File: config.mk
export PLATFORM = sky130hd
export DESIGN_NAME = lsu_mem_ctrl
export DESIGN_NICKNAME = d
export VERILOG_FILES = /design/src/rtl/lsu_mem_ctrl.sv
export SDC_FILE = /design/constraint.sdc
export NUM_CORES = 1
export LEC_CHECK = 0
export CAP_MARGIN = 20
export CORE_MARGIN = 1.5
export CORE_UTILIZATION = 33
export DETAILED_ROUTE_END_ITERATION = 16
export PLACE_DENSITY = 0.74
export SYNTH_ARGS = -nofsm -noshare
export SYNTH_HDL_FRONTEND = slang
export SYNTH_SLANG_ARGS = --single-unit
File: constraint.sdc
create_clock -name clk -period 3.2 [get_ports clk]
set_input_delay 0.64 -clock clk [delete_from_list [all_inputs] [get_ports clk]]
set_output_delay 0.64 -clock clk [all_outputs]
set_load 0.01 [all_outputs]
File: src/rtl/lsu_mem_ctrl.sv
// ---------------------------------------------------------------------------
// lsu_mem_ctrl
//
// Load/store controller sitting directly in front of data_memory. Converts
// byte-addressed load/store requests from the datapath into word-indexed
// memory accesses. Byte, halfword and word sizes are supported. Sub-word
// stores are done as read-modify-write. Loads are sign- or zero-extended.
//
// Build option:
//   MISALIGN_TRAP_EN  defined   : misaligned half/word requests are answered
//                                 with resp_err=1 and no memory access.
//                     undefined : misaligned addresses are aligned down and the
//                                 access proceeds; resp_err is tied 0.
//
// Parameters:
//   MEM_AW          word-index width of data_memory (2^MEM_AW words)
//
// Ports:
//   clk, reset      rising-edge clock, synchronous active-high reset
//   req_valid       request present, held with req_* stable until accepted
//   req_ready       controller idle; request accepted this cycle if req_valid
//   req_write       1 = store, 0 = load
//   req_size        00 byte, 01 half, 10/11 word
//   req_unsigned    loads only: zero-extend instead of sign-extend
//   req_addr        byte address
//   req_wdata       store data, low bits used for sub-word stores
//   resp_valid      one-cycle pulse, access complete
//   resp_rdata      extended load data, 0 for stores and errors
//   resp_err        misaligned access (trap build only)
//   mem_address     word index {zeros, addr[MEM_AW+1:2]} while accessing
//   mem_write_data  merged store word during the write cycle
//   mem_read_data   combinational read data from memory
//   sig_memread     read strobe
//   sig_memwrite    write strobe
//   dbg_state       current FSM state (IDLE=0, RD=1, WR=2, RESP=3)
//
// Handshake: a request transfers on a rising edge where req_valid and
// req_ready are both 1. req_ready is 1 only in IDLE, so at most one request is
// in flight; the requester keeps req_valid and req_* stable until that edge.
// Completion is a single-cycle resp_valid pulse; there is no back-pressure on
// the response side.
// ---------------------------------------------------------------------------
module lsu_mem_ctrl #(
    parameter int MEM_AW = 5
) (
    input  logic        clk,
    input  logic        reset,
    input  logic        req_valid,
    output logic        req_ready,
    input  logic        req_write,
    input  logic [1:0]  req_size,
    input  logic        req_unsigned,
    input  logic [31:0] req_addr,
    input  logic [31:0] req_wdata,
    output logic        resp_valid,
    output logic [31:0] resp_rdata,
    output logic        resp_err,
    output logic [31:0] mem_address,
    output logic [31:0] mem_write_data,
    input  logic [31:0] mem_read_data,
    output logic        sig_memread,
    output logic        sig_memwrite,
    output logic [1:0]  dbg_state
);

    localparam logic [1:0] ST_IDLE = 2'd0;
    localparam logic [1:0] ST_RD   = 2'd1;
    localparam logic [1:0] ST_WR   = 2'd2;
    localparam logic [1:0] ST_RESP = 2'd3;

    // ------------------------------------------------------------------
    // State and latched request fields
    // ------------------------------------------------------------------
    logic [1:0]        state_q, state_d;
    logic              write_q, write_d;
    logic [1:0]        size_q, size_d;
    logic              uns_q, uns_d;
    logic [MEM_AW-1:0] index_q, index_d;
    logic [1:0]        lane_q, lane_d;
    logic [31:0]       wdata_q, wdata_d;
    logic [31:0]       data_q, data_d;
    logic              err_q, err_d;

    logic              misalign;
    logic [1:0]        req_lane;
    logic [31:0]       merged_word;
    logic [31:0]       load_word;
    logic [7:0]        load_byte;
    logic [15:0]       load_half;
    logic              in_access;

    // Address bits above the word index are deliberately ignored so that
    // out-of-range addresses wrap onto the memory.
    logic unused_addr_bits;
    assign unused_addr_bits = ^req_addr[31:MEM_AW+2];

    // ------------------------------------------------------------------
    // Alignment handling on the incoming request
    // ------------------------------------------------------------------
`ifdef MISALIGN_TRAP_EN
    assign misalign = ((req_size == 2'b01) && req_addr[0]) ||
                      (req_size[1] && (req_addr[1:0] != 2'b00));
`else
    assign misalign = 1'b0;
`endif

    // Lane within the word. Halves and words are aligned down; in the trap
    // build a misaligned request never reaches RD/WR, so this is harmless.
    always_comb begin
        case (req_size)
            2'b00:   req_lane = req_addr[1:0];
            2'b01:   req_lane = {req_addr[1], 1'b0};
            default: req_lane = 2'b00;
        endcase
    end

    // ------------------------------------------------------------------
    // Next-state logic
    // ------------------------------------------------------------------
    always_comb begin
        state_d = state_q;
        write_d = write_q;
        size_d  = size_q;
        uns_d   = uns_q;
        index_d = index_q;
        lane_d  = lane_q;
        wdata_d = wdata_q;
        data_d  = data_q;
        err_d   = err_q;

        case (state_q)
            ST_IDLE: begin
                if (req_valid) begin
                    write_d = req_write;
                    size_d  = req_size;
                    uns_d   = req_unsigned;
                    index_d = req_addr[MEM_AW+1:2];
                    lane_d  = req_lane;
                    wdata_d = req_wdata;
                    err_d   = misalign;
                    if (misalign) begin
                        state_d = ST_RESP;
                    end else if (req_write && req_size[1]) begin
                        // Full-word store needs no read of the old word.
                        state_d = ST_WR;
                    end else begin
                        state_d = ST_RD;
                    end
                end
            end
            ST_RD: begin
                data_d  = mem_read_data;
                state_d = write_q ? ST_WR : ST_RESP;
            end
            ST_WR: begin
                state_d = ST_RESP;
            end
            ST_RESP: begin
                state_d = ST_IDLE;
            end
            default: begin
                state_d = ST_IDLE;
            end
        endcase
    end

    always_ff @(posedge clk) begin
        if (reset) begin
            state_q <= ST_IDLE;
            write_q <= 1'b0;
            size_q  <= 2'b00;
            uns_q   <= 1'b0;
            index_q <= '0;
            lane_q  <= 2'b00;
            wdata_q <= 32'h0;
            data_q  <= 32'h0;
            err_q   <= 1'b0;
        end else begin
            state_q <= state_d;
            write_q <= write_d;
            size_q  <= size_d;
            uns_q   <= uns_d;
            index_q <= index_d;
            lane_q  <= lane_d;
            wdata_q <= wdata_d;
            data_q  <= data_d;
            err_q   <= err_d;
        end
    end

    // ------------------------------------------------------------------
    // Store merge: old word from data_q with the addressed lane replaced.
    // ------------------------------------------------------------------
    always_comb begin
        merged_word = data_q;
        case (size_q)
            2'b00: begin
                case (lane_q)
                    2'd0:    merged_word[7:0]   = wdata_q[7:0];
                    2'd1:    merged_word[15:8]  = wdata_q[7:0];
                    2'd2:    merged_word[23:16] = wdata_q[7:0];
                    default: merged_word[31:24] = wdata_q[7:0];
                endcase
            end
            2'b01: begin
                if (lane_q[1]) begin
                    merged_word[31:16] = wdata_q[15:0];
                end else begin
                    merged_word[15:0] = wdata_q[15:0];
                end
            end
            default: begin
                merged_word = wdata_q;
            end
        endcase
    end

    // ------------------------------------------------------------------
    // Load extraction, little-endian, with sign/zero extension.
    // ------------------------------------------------------------------
    always_comb begin
        case (lane_q)
            2'd0:    load_byte = data_q[7:0];
            2'd1:    load_byte = data_q[15:8];
            2'd2:    load_byte = data_q[23:16];
            default: load_byte = data_q[31:24];
        endcase

        load_half = lane_q[1] ? data_q[31:16] : data_q[15:0];

        case (size_q)
            2'b00: begin
                load_word = uns_q ? {24'h0, load_byte}
                                  : {{24{load_byte[7]}}, load_byte};
            end
            2'b01: begin
                load_word = uns_q ? {16'h0, load_half}
                                  : {{16{load_half[15]}}, load_half};
            end
            default: begin
                load_word = data_q;
            end
        endcase
    end

    // ------------------------------------------------------------------
    // Outputs: decoded from state and latched registers only, so nothing on
    // req_* reaches the memory side combinationally, and everything is
    // forced to zero whenever the FSM sits in IDLE.
    // ------------------------------------------------------------------
    assign in_access      = (state_q == ST_RD) || (state_q == ST_WR);

    assign req_ready      = (state_q == ST_IDLE);
    assign sig_memread    = (state_q == ST_RD);
    assign sig_memwrite   = (state_q == ST_WR);
    assign mem_address    = in_access ? {{(32-MEM_AW){1'b0}}, index_q} : 32'h0;
    assign mem_write_data = (state_q == ST_WR) ? merged_word : 32'h0;
    assign resp_valid     = (state_q == ST_RESP);
    assign resp_rdata     = ((state_q == ST_RESP) && !write_q && !err_q) ? load_word : 32'h0;
    assign dbg_state      = state_q;

`ifdef MISALIGN_TRAP_EN
    assign resp_err       = (state_q == ST_RESP) && err_q;
`else
    assign resp_err       = 1'b0;
`endif

endmodule

Yosys cells after proc, flatten, opt, wreduce, memory -nomap -nowiden
Index checks and enable logic that the tools add are counted.
- bitwise logic cells: 0
- equal/unequal tests: 8
- add/subtract/negate cells: 0
- reduce and logical (&&, ||, !) cells: 10
- order comparisons: 0
- multipliers: 0
- div/mod/pow operators: 0
- multiplexer cells: 20
- shift operators: 0
- operators by type and width (operator ; count):
    2-to-1 mux 32 bit ; 4
    case mux 32 bit (2 select lines) ; 2
    2-to-1 mux 16 bit ; 3
    2-to-1 mux 8 bit ; 4
    case mux 8 bit (3 select lines) ; 1
    == test 2 x 1 -> 1 bit (second input constant) ; 4
    zero test 2 bit ; 4
    case mux 2 bit (4 select lines) ; 1
    == test 2 bit (second input constant) ; 3
    2-to-1 mux 5 bit ; 1
    2-to-1 mux 2 bit ; 2
    case mux 2 bit (2 select lines) ; 1
    OR reduction 3 bit ; 1
    logical AND 1 bit ; 2
    != test 2 bit (second input constant) ; 1
    AND reduction 2 bit ; 1
    zero test 1 bit ; 1
    logical OR 1 bit ; 1
    2-to-1 mux 1 bit ; 1
- latch bits: 0
- memories kept: 0
- memory bits (writable): 0
- ROM bits: 0
- word-level logic and storage cells: 46
- output and inout bits: 103
- bits of input ports: 103
- flip-flop bits (word level): 77

Depth between registers and ports, before layout
- depth after elaboration: 5
- mapped depth: 8

Worst setup path after synthesis
No wires, ideal clock.
- kind: flip-flop to output port
- start point: register state_q[1] (netlist: dbg_state[1])
- end point: output port resp_rdata[21]
- buffers on the path: 2
- required time: 2.560 ns
- arrival time: 1.577 ns
- cell stages (with the launch flop): 7
- slack: 0.983 ns
- path through: dfxtp_1 > ha_1 > nand2b_1 > clkbuf_1 > nor2_1 > buf_2 > a21o_1
- cells in the longest elaborated chain, start to end: 3
- ends and longest elaborated chain (element ; line ; source):
    start, declared ; 74 ; logic [1:0] state_q, state_d;
    start signal, assigned ; 179 ; state_q <= state_d;
    == test 2 bit ; -- ;
    net resp_valid ; 55 ; output logic resp_valid,
    logical AND 1 bit ; 259 ; assign resp_rdata = ((state_q == ST_RESP) && !write_q && !err_q) ? load_word : 32'h0;
    2-to-1 mux 32 bit ; 259 ;
    end, declared ; 56 ; output logic [31:0] resp_rdata,
The timed path passes the listed nets, and every way through them passes these cells.

Final worst setup path
- start point: register size_q[0]
- end point: output port mem_write_data[0]
- cells in the longest elaborated chain, start to end: 3
- elaborated cells on any way between the ends: 4
- ends and longest elaborated chain (element ; line ; source):
    start, declared ; 76 ; logic [1:0] size_q, size_d;
    start signal, assigned ; 181 ; size_q <= size_d;
    == test 2 x 1 -> 1 bit or zero test 2 bit (tied branches) ; 196 ; case (size_q)
    case mux 32 bit (2 select lines) * ; 196 ;
    2-to-1 mux 32 bit * ; 257 ; assign mem_write_data = (state_q == ST_WR) ? merged_word : 32'h0;
    end, declared ; 59 ; output logic [31:0] mem_write_data,
Mark *: on every way between the ends. The rest lies on a longest branch, timed or not.

==> run summary <==
outcome - finished clean
first-pass GRT wire length - 23,500 um
initial antenna violation count - 0
post-synthesis cell type count - 46
vias in the first global route - 4,236
Setup CP Type - register to primary output
GRT Total Usage - 0.214
Period minus WS final - 3.09 ns
Area after DPL - 6110 sq um
Remaining DRCs - 0
DRT iter0 DRCs - 479
row count - 42
GRT met1 Usage - 0.300
largest net degree at the start of global routing - 39
setup bufs post-CTS - 0
worst path bufs/invs - 2
CP max stage cell - clkdlybuf4s50_1
sequential cell area - 1550 sq um
dpl hpwl - 11,600 um
Final #Nets - 821
post-layout util - 0.490
setup tns final - 0 ns
root buffer cell - clkbuf_16
Synth Register Bits - 77
CP endpoint kind - primary output
CTS Hold Buffers Added - 0
Die Y - 120 um
most common cell after layout, fill and taps aside - clkdlybuf4s50_1
CTS Buffer Depth - 2
Pins Over Slew Limit - 0
GR met3 Demand/Resource - 0.0613
antenna diode count - 0
vias - 4,620
CTS sink count - 77
Ports - 206
worst-path maximum fanout - 14
Arr. time, crit path - 2.45 ns
routing usage on met2 - 0.318
clk_lat worst skew - 0.34 ns
post-DR wirelength/cell - 17.2 um
sequential-to-total area share from yosys stat - 0.343
Hold Path End - index_q[0]
worst min path class - register to register
Mapped Cells - 571
r2r worst-path depth - 6
IO Port Bufs - 152
Crit Reg-Reg Endpoint - wdata_q[27]
total number of H-tree levels - 3
Initial Utilization - 0.338
CTS buffer count - 9
Max Cap Viol - 0
clk slew on worst S/H paths - 0.06 ns
area of the multi-input gates - 2670 sq um
RSZ-0062 raised after global routing - no
crit start category - register
CP Cell Sequence - and2b_1 -> o21ai_2 -> buf_4 -> nand2_1 -> a21boi_0 -> clkdlybuf4s50_1
VDD IR max - 343 uV
CTS tree - built
FFs w/ async S/R, synth - 0
post-synth top area share - 0.343
largest cells by area after synthesis - dfxtp_1 (34%), mux2i_1 (9.6%), nand2_1 (8.6%)
DIE AREA - 14,300 sq um
Slew headroom - 0.617
Layout area overhead - 44.8%
layout cell share with drive strength beyond 1 - 0.107
Tcrit/Tclk final - 0.965
Post-synth EDFFs - 0
Top FF cell, synth - dfxtp_1
leakage power - 2.51 nW
Hold Path Stages - 2
Fin Clk Skew - 0.00546 ns
Mean Syn Cell Area - 7.88 sq um
slowest stage delay, CP - 0.61 ns
Setup violations, final - 0
CP required - 2.56 ns
routed vias/inst - 5.16
Mapped Area - 4500 sq um
Final Hold Vio Count - 0
Worst-Margin Slew - 0.575 ns
Core Area - 13,300 sq um
post-route ant nets - 0
final WL - 15,400 um
fin area - 6510 sq um
TritonRoute pass-1 iters - 7
Max Freq - 324 MHz
commonest non-fill, non-tap cells in the layout - clkdlybuf4s50_1 (151), nand2_1 (103), a21oi_1 (74), dfxtp_1 (73), nor2_1 (44)
hold path start - index_q[0]
pwr dens - 644 nW/um^2
die outline width - 120 um
Placer Congestion - 0.898
busiest layer in global routing - met2
grt ovf - 0
yosys synthesis warning count - 0
cell taking the most area after synthesis - dfxtp_1
filler cell count in the final layout - 1,317
r2r setup slk - 1.33 ns
Reg-to-Reg Start - dbg_state[0]
CP top delay family - buffers and inverters
==> where the power goes <==
| group | total, mW | internal, mW | switching, mW |
|---|---|---|---|
| sequential | 1.46 | 1.17 | 0.290 |
| combinational | 1.55 | 0.733 | 0.812 |
| clock | 1.19 | 0.786 | 0.402 |
==> stage by stage <==
| step | hold WS, ns | power [mW] | setup WS [ns] | cells |
|---|---|---|---|---|
| 2_1_floorplan | 0.432 | 2.36 | 0.983 | 598 |
| 3_3_place_gp | 0.440 | 2.95 | 0.209 | 879 |
| 3_5_place_dp | 0.442 | 2.97 | 0.151 | 879 |
| 4_1_cts | 0.450 | 4.18 | -0.00699 | 895 |
| 5_1_grt | 0.470 | 4.44 | 0.000203 | 895 |
| 6_report | 0.450 | 4.20 | 0.111 | 895 |
==> layout make-up <==
type | count | area share
Multi-Input combinational cell | 443 | 0.410
Timing Repair Buffer | 178 | 0.263
Sequential cell | 77 | 0.237
Clock buffer | 11 | 0.0373
Tap cell | 176 | 0.0338
Clock inverter | 5 | 0.0163
Inverter | 5 | 0.00288
==> flip-flops by register name (all words and copies together), names as in the netlist <==
signal and count:
data_q 32, dbg_state 2, index_q 5, lane_q 2, size_q 2, uns_q 1
wdata_q 32, write_q 1
==> cell usage after synthesis, drive strengths merged (2+ instances only) <==
master and count:
a21boi 8, a21o 16, a21oi 75, a222oi 14, a22oi 2, a2bb2oi 2
and2 7, buf 43, clkbuf 30, dfxtp 77, ha 4, inv 4
mux2 16, mux2i 43, nand2 104, nand2b 4, nand3 2, nand3b 8
nor2 46, nor2b 11, nor3 6, o21ai 28, o221ai 8, o22ai 2
==> kinds of logic after synthesis <==
kind of cell,share of synthesized area
and+or+nand+nor,0.188
other,0.000833
AOI/OAI and AO/OA,0.223
DFF,0.343
muxes,0.136
buffers and inverters,0.0984
adders and majority gates,0.0111
==> how the worst max path moves through the flow <==
stage,startpoint,depth (start not counted),end
after floorplan,dbg_state[1],6,resp_rdata[21]
after global placement,lane_q[0],5,resp_rdata[26]
after detailed placement,lane_q[0],5,resp_rdata[26]
after CTS,lane_q[1],5,mem_write_data[8]
after global routing,lane_q[0],6,mem_write_data[15]
final,size_q[0],6,mem_write_data[0]
==> tightest hold or removal path, delay by kind of cell, from the launching register on <==
kind	cells	cell delay, ns
AND/OR/NAND/NOR	1	0.05
AO/OA/AOI/OAI	1	0.05
flip-flops	1	0.30
==> metal layers <==
metal  up-vias  part of all wire
met1      2131              0.46
met5         -                 0
met4         0             0.016
met2       233              0.44
li1       2239                 -
met3        17             0.089
==> repair_timing <==
item                                    4_1_cts  5_1_grt
gates resized for setup                       2       14
pin swaps                                     0        1
endpoints found under the setup margin       34       46
Note: power is estimated with default switching activity, not from simulation.
